File: config.mk
export PLATFORM = sky130hd
export DESIGN_NAME = pcm_output_stage
export DESIGN_NICKNAME = d
export VERILOG_FILES = /design/src/rtl/pcm_output_stage.sv
export SDC_FILE = /design/constraint.sdc
export NUM_CORES = 1
export LEC_CHECK = 0
export BUFFER_PORTS_ARGS = -buffer_cell sky130_fd_sc_hd__clkbuf_2
export CAP_MARGIN = 20
export CELL_PAD_IN_SITES_DETAIL_PLACEMENT = 0
export CELL_PAD_IN_SITES_GLOBAL_PLACEMENT = 1
export CORE_ASPECT_RATIO = 0.75
export CORE_MARGIN = 1
export CORE_UTILIZATION = 50
export DETAILED_ROUTE_END_ITERATION = 8
export PLACE_DENSITY = 0.87
export SLEW_MARGIN = 20
export SYNTH_ARGS = -nofsm -noshare
export SYNTH_HDL_FRONTEND = slang
export SYNTH_SLANG_ARGS = --single-unit
File: constraint.sdc
create_clock -name clk -period 4.4 [get_ports clk]
set_clock_uncertainty 0.2 [all_clocks]
set_input_delay 0.44 -clock clk [delete_from_list [all_inputs] [get_ports clk]]
set_output_delay 0.44 -clock clk [all_outputs]
set_load 0.01 [all_outputs]
File: src/rtl/pcm_output_stage.sv
// pcm_output_stage: rounding shift gain, PCM saturation and FWFT output FIFO with sticky flags
module pcm_output_stage #(
    parameter int IN_WIDTH    = 32,
    parameter int OUT_WIDTH   = 24,
    parameter int SHIFT_WIDTH = 5,
    parameter int DEPTH       = 8
) (
    input  logic                       clk,
    input  logic                       rst_n,
    input  logic                       in_valid,
    input  logic [IN_WIDTH-1:0]        in_data,
    input  logic [SHIFT_WIDTH-1:0]     shift,
    input  logic                       flag_clr,
    input  logic                       m_ready,
    output logic                       m_valid,
    output logic [OUT_WIDTH-1:0]       m_data,
    output logic [$clog2(DEPTH):0]     fifo_level,
    output logic                       overflow,
    output logic                       saturated
);
    localparam int AW = $clog2(DEPTH);
    localparam int LW = AW + 1;
    localparam logic signed [IN_WIDTH:0] MAXV = {{(IN_WIDTH-OUT_WIDTH+2){1'b0}}, {(OUT_WIDTH-1){1'b1}}};
    localparam logic signed [IN_WIDTH:0] MINV = ~MAXV;

    logic signed [IN_WIDTH:0] ext, rnd, r;
    logic [OUT_WIDTH-1:0] clip, s1_data;
    logic clipped, s1_valid, s1_sat, full, pop, wr;
    logic [AW-1:0] wr_ptr, rd_ptr;
    logic [OUT_WIDTH-1:0] mem [DEPTH];

    // one extra bit keeps the rounding add from wrapping at full-scale input
    always_comb begin
        ext     = {in_data[IN_WIDTH-1], in_data};
        rnd     = (shift != '0) ? (IN_WIDTH+1)'(1) << (shift - 1'b1) : '0;
        r       = (ext + rnd) >>> shift;
        clipped = (r > MAXV) || (r < MINV);
        clip    = (r > MAXV) ? MAXV[OUT_WIDTH-1:0] : (r < MINV) ? MINV[OUT_WIDTH-1:0] : r[OUT_WIDTH-1:0];
    end

    assign m_valid = fifo_level != '0;
    assign full    = fifo_level == LW'(DEPTH);
    assign pop     = m_valid && m_ready;
    assign wr      = s1_valid && (!full || pop);
    assign m_data  = m_valid ? mem[rd_ptr] : '0;

    always_ff @(posedge clk or negedge rst_n) begin
        if (!rst_n) begin
            s1_valid   <= 1'b0;
            s1_data    <= '0;
            s1_sat     <= 1'b0;
            wr_ptr     <= '0;
            rd_ptr     <= '0;
            fifo_level <= '0;
            overflow   <= 1'b0;
            saturated  <= 1'b0;
        end else begin
            s1_valid <= in_valid;
            if (in_valid) begin
                s1_data <= clip;
                s1_sat  <= clipped;
            end
            if (wr) wr_ptr <= wr_ptr + 1'b1;
            if (pop) rd_ptr <= rd_ptr + 1'b1;
            fifo_level <= fifo_level + LW'(wr) - LW'(pop);
            overflow   <= (s1_valid && !wr) || (overflow && !flag_clr);
            saturated  <= (s1_valid && s1_sat) || (saturated && !flag_clr);
        end
    end

    always_ff @(posedge clk)
        if (wr) mem[wr_ptr] <= s1_data;
endmodule

==> results by group <==
Floorplanning
  – Die Area: 0.0280 mm²
  – Initial Util: about half
  – Die X: approximately 190 µm
  – Die Ht: about 150 µm
  – Core area: 0.0264 mm²
  – Rows: 51
  – IO Count: 73

Finish
  – Layout Utilization: 65.1%
  – Final design area excluding fillers: 0.0172 mm²
  – Ant. Diodes: 0
  – Fill cell instance count of the final layout: 2,012
  – Synthesis-to-layout area growth: 25.8%
  – Layout cell share with drive strength beyond 1: between 30% and 40%
  – Fin cells: 1,798
  – Final Net Count: 1,523

Setup path
  – Critical path type: in -> reg
  – Crit path DAT: between 4000 and 5000 ps
  – Required time worst endpoint: 4620 ps
  – Register-to-Register Path Depth: 7
  – Critical path capture point type: register
  – Top fanout value on the critical path: 6
  – Worst setup SP type: input port

Clock network
  – CTS max path bufs: 3
  – CTS Sinks: 230
  – Worst-skew pair later-pin latency: slightly above 500 ps
  – CTS H-tree lvls: 1
  – Root Driver: clkbuf_16
  – CTS tree: yes
  – Clock-pin slew on the worst setup and hold paths: around 80 ps
  – Total CTS buffers: 20

Run status
  – Outcome: finished, violations left
  – Failing checks: DRC, setup timing

Flow run
  – # Max-Cap Violations: 0

Power and ir drop
  – Worst vdd ir: 0.000321 V
  – Sequential power share: 42.4%
  – PwrDens: 450 mW/mm²
  – P_sw: 2.56 mW
  – Clk pwr share: a little under a quarter
  – Pint: 5.17 mW
  – Switching Fraction: 33.1%
  – Comb pwr share: 33.8%
  – Leakage: 6.78 nW

Hold path
  – Min-delay worst type: in -> reg
  – Hold-critical path depth: 3

Timing
  – Slew Viols, Final: 0
  – Min Tclk post-route: 4480 ps
  – Setup WS post-layout: -79.9 ps
  – RSZ-0062 raised after global routing: yes
  – Tcrit/Tclk final: 102%
  – Fmax: 0.223 GHz
  – Slew HR: 34.6%
  – Hold Violations, Final: 0
  – Final setup fails: 22
  – Worst Max-Slew Pin Slew: 981 ps

Drt
  – Final ANT Viol Nets: 0
  – DR WL/cell: roughly 22 µm
  – Iteration count of the initial detailed-routing pass: 8
  – Vias: 11,000
  – Residual DRC count: 14
  – Final wirelength: 39.2 mm
  – DRT iter0 DRCs: ~1,100
  – Vias per inst: just over 6

Synth
  – Synth area leader: edfxtp_1
  – Syn_area_per_cell: 11.7 µm²
  – Net count after synthesis: 1,246
  – Predominant post-synthesis flop cell: edfxtp_1
  – Distinct cells, synth: 95
  – Ys async rst share: 16.5%
  – Number of synthesized flops with an enable pin: 192
  – Synth top cells by count: 192 x edfxtp_1, 123 x nor2_1, 105 x nand2_1, 77 x a21oi_1, 69 x mux2i_1
  – Largest cells by area after synthesis: edfxtp_1 42%, mux4_2 9.2%, dfrtp_1 7.0%
  – Mapped cell area: roughly 0.014 mm²
  – Synth top area share: 42.2%
  – Synth Instances: ~1,200
  – Count leader, synth: edfxtp_1
  – YS warnings: 0
  – Synth Register Bits: 230
  – Post-synthesis sequential area ratio: 49.2%

Place
  – Dpl hpwl: about 28 mm
  – Final GP Congestion: 0.944
  – Placed Area: 0.0160 mm²
  – Port-buffer cells: 72
  – Pre-CTS setup slack: -646 ps
  – Placed insts: 1,742

Global route
  – Vias in the first global route: 10,700
  – GRT overflow: 0
  – GRT Overall Usage: 27.8%
  – Initial antenna violation count: 0
  – First-pass GRT wire length: 59.7 mm
  – Largest net degree at the start of global routing: 40
==> cells in the final DEF, fill, tap and decap left out, drive strengths merged, types with 39 or more instances in the layout <==
| cell type | count |
|---|---|
| buf | 258 |
| nand2 | 106 |
| a21oi | 82 |
| edfxtp | 192 |
| mux4 | 56 |
| nor2 | 124 |
| ha | 39 |
| mux2i | 69 |
| clkbuf | 96 |
| o21ai | 39 |
==> cells by family (layout without fill, tap and decap cells) <==
family | Yosys count | in the layout | synth area share [%]
buf+inv | 110 | 401 | 3.63
fa+ha+maj | 41 | 41 | 3.87
xor+xnor | 29 | 29 | 2.00
flops | 230 | 230 | 49.2
other cells | 1 | 1 | 0.0275
mux | 131 | 131 | 14.8
compound gates | 283 | 283 | 15.0
simple gates | 338 | 338 | 11.5
==> stage by stage <==
step | power, mW | setup TNS, ps | hold slack, ps
after floorplan | 4.83 | -3870 | -55.6
after global placement | 5.72 | -11230 | 276
after detailed placement | 5.84 | -14000 | 304
after CTS | 7.70 | -2.80 | 31.7
after global routing | 8.09 | -4420 | 59.3
final | 7.73 | -1080 | 39.8
==> metal layers <==
| layer | wire length [µm] | global-route usage (%) |
|---|---|---|
| met5 | 0 | 0 |
| met4 | 450 | 4.02 |
| met2 | 17500 | 40.9 |
| met1 | 17900 | 43.3 |
| met3 | 3410 | 5.20 |
==> cell type report <==
cell class	count	area [µm²]	area share (%)
multi-input combinational	823	6810	39.6
timing repair buffer	329	2380	13.9
tap	344	430	2.50
clock inverter	9	86.3	0.502
clock buffer	27	621	3.61
sequential	230	6720	39.1
inverter	36	135	0.786
==> critical path, cell delays in order <==
cell and delay, ps:
buf_8 110, nor2_4 170, xnor2_4 150, nand2_4 110, nor2_4 110, ha_2 190, inv_2 40, fa_2 350
nand2b_4 150, a21o_1 230, a211oi_4 320, o211ai_4 190, buf_6 170, a31oi_4 230, a21oi_2 110, nor4_4 360
nand3_2 130, a2111o_1 390, o31a_1 370, nand2b_4 220, o221ai_2 160
==> power groups by stage <==
stage / clock, mW / sequential, mW / combinational (mW)
after global placement: 0 / 3.27 / 2.46
after detailed placement: 0 / 3.32 / 2.52
after CTS: 1.86 / 3.28 / 2.56
after global routing: 1.94 / 3.33 / 2.82
final: 1.84 / 3.28 / 2.61
after floorplan: 0 / 3.01 / 1.82
==> registers in the layout, summed over array words and instances (netlist names) <==
name and count:
fifo_level 4, s1_valid 1, s1_data 24, wr_ptr 3, rd_ptr 3, mem 192, s1_sat 1, saturated 1
overflow 1
==> final timing paths <==
| check | start | to | slack, ps |
|---|---|---|---|
| worst max-delay path | shift[1] | s1_data[20] | -80 |
| worst min-delay path | m_ready | rd_ptr[2] | 40 |
| worst max register to register | fifo_level[2] | mem[1][20] | 1670 |
| worst min register to register | s1_valid | saturated | 310 |
| max in group asynchronous | rst_n | rd_ptr[0] | 2950 |
| min in group asynchronous | rst_n | s1_data[6] | 410 |
==> what timing repair did <==
action / 4_1_cts / 5_1_grt
buffers inserted: 1 / 17
endpoints found under the hold margin: 40 / 0
resized for setup: 8 / 59
hold buffers: 2 / 0
endpoints found under the setup margin: 23 / 24
pin swaps: 4 / 33
gates cloned: 0 / 0
Note: power is estimated with default switching activity, not from simulation.
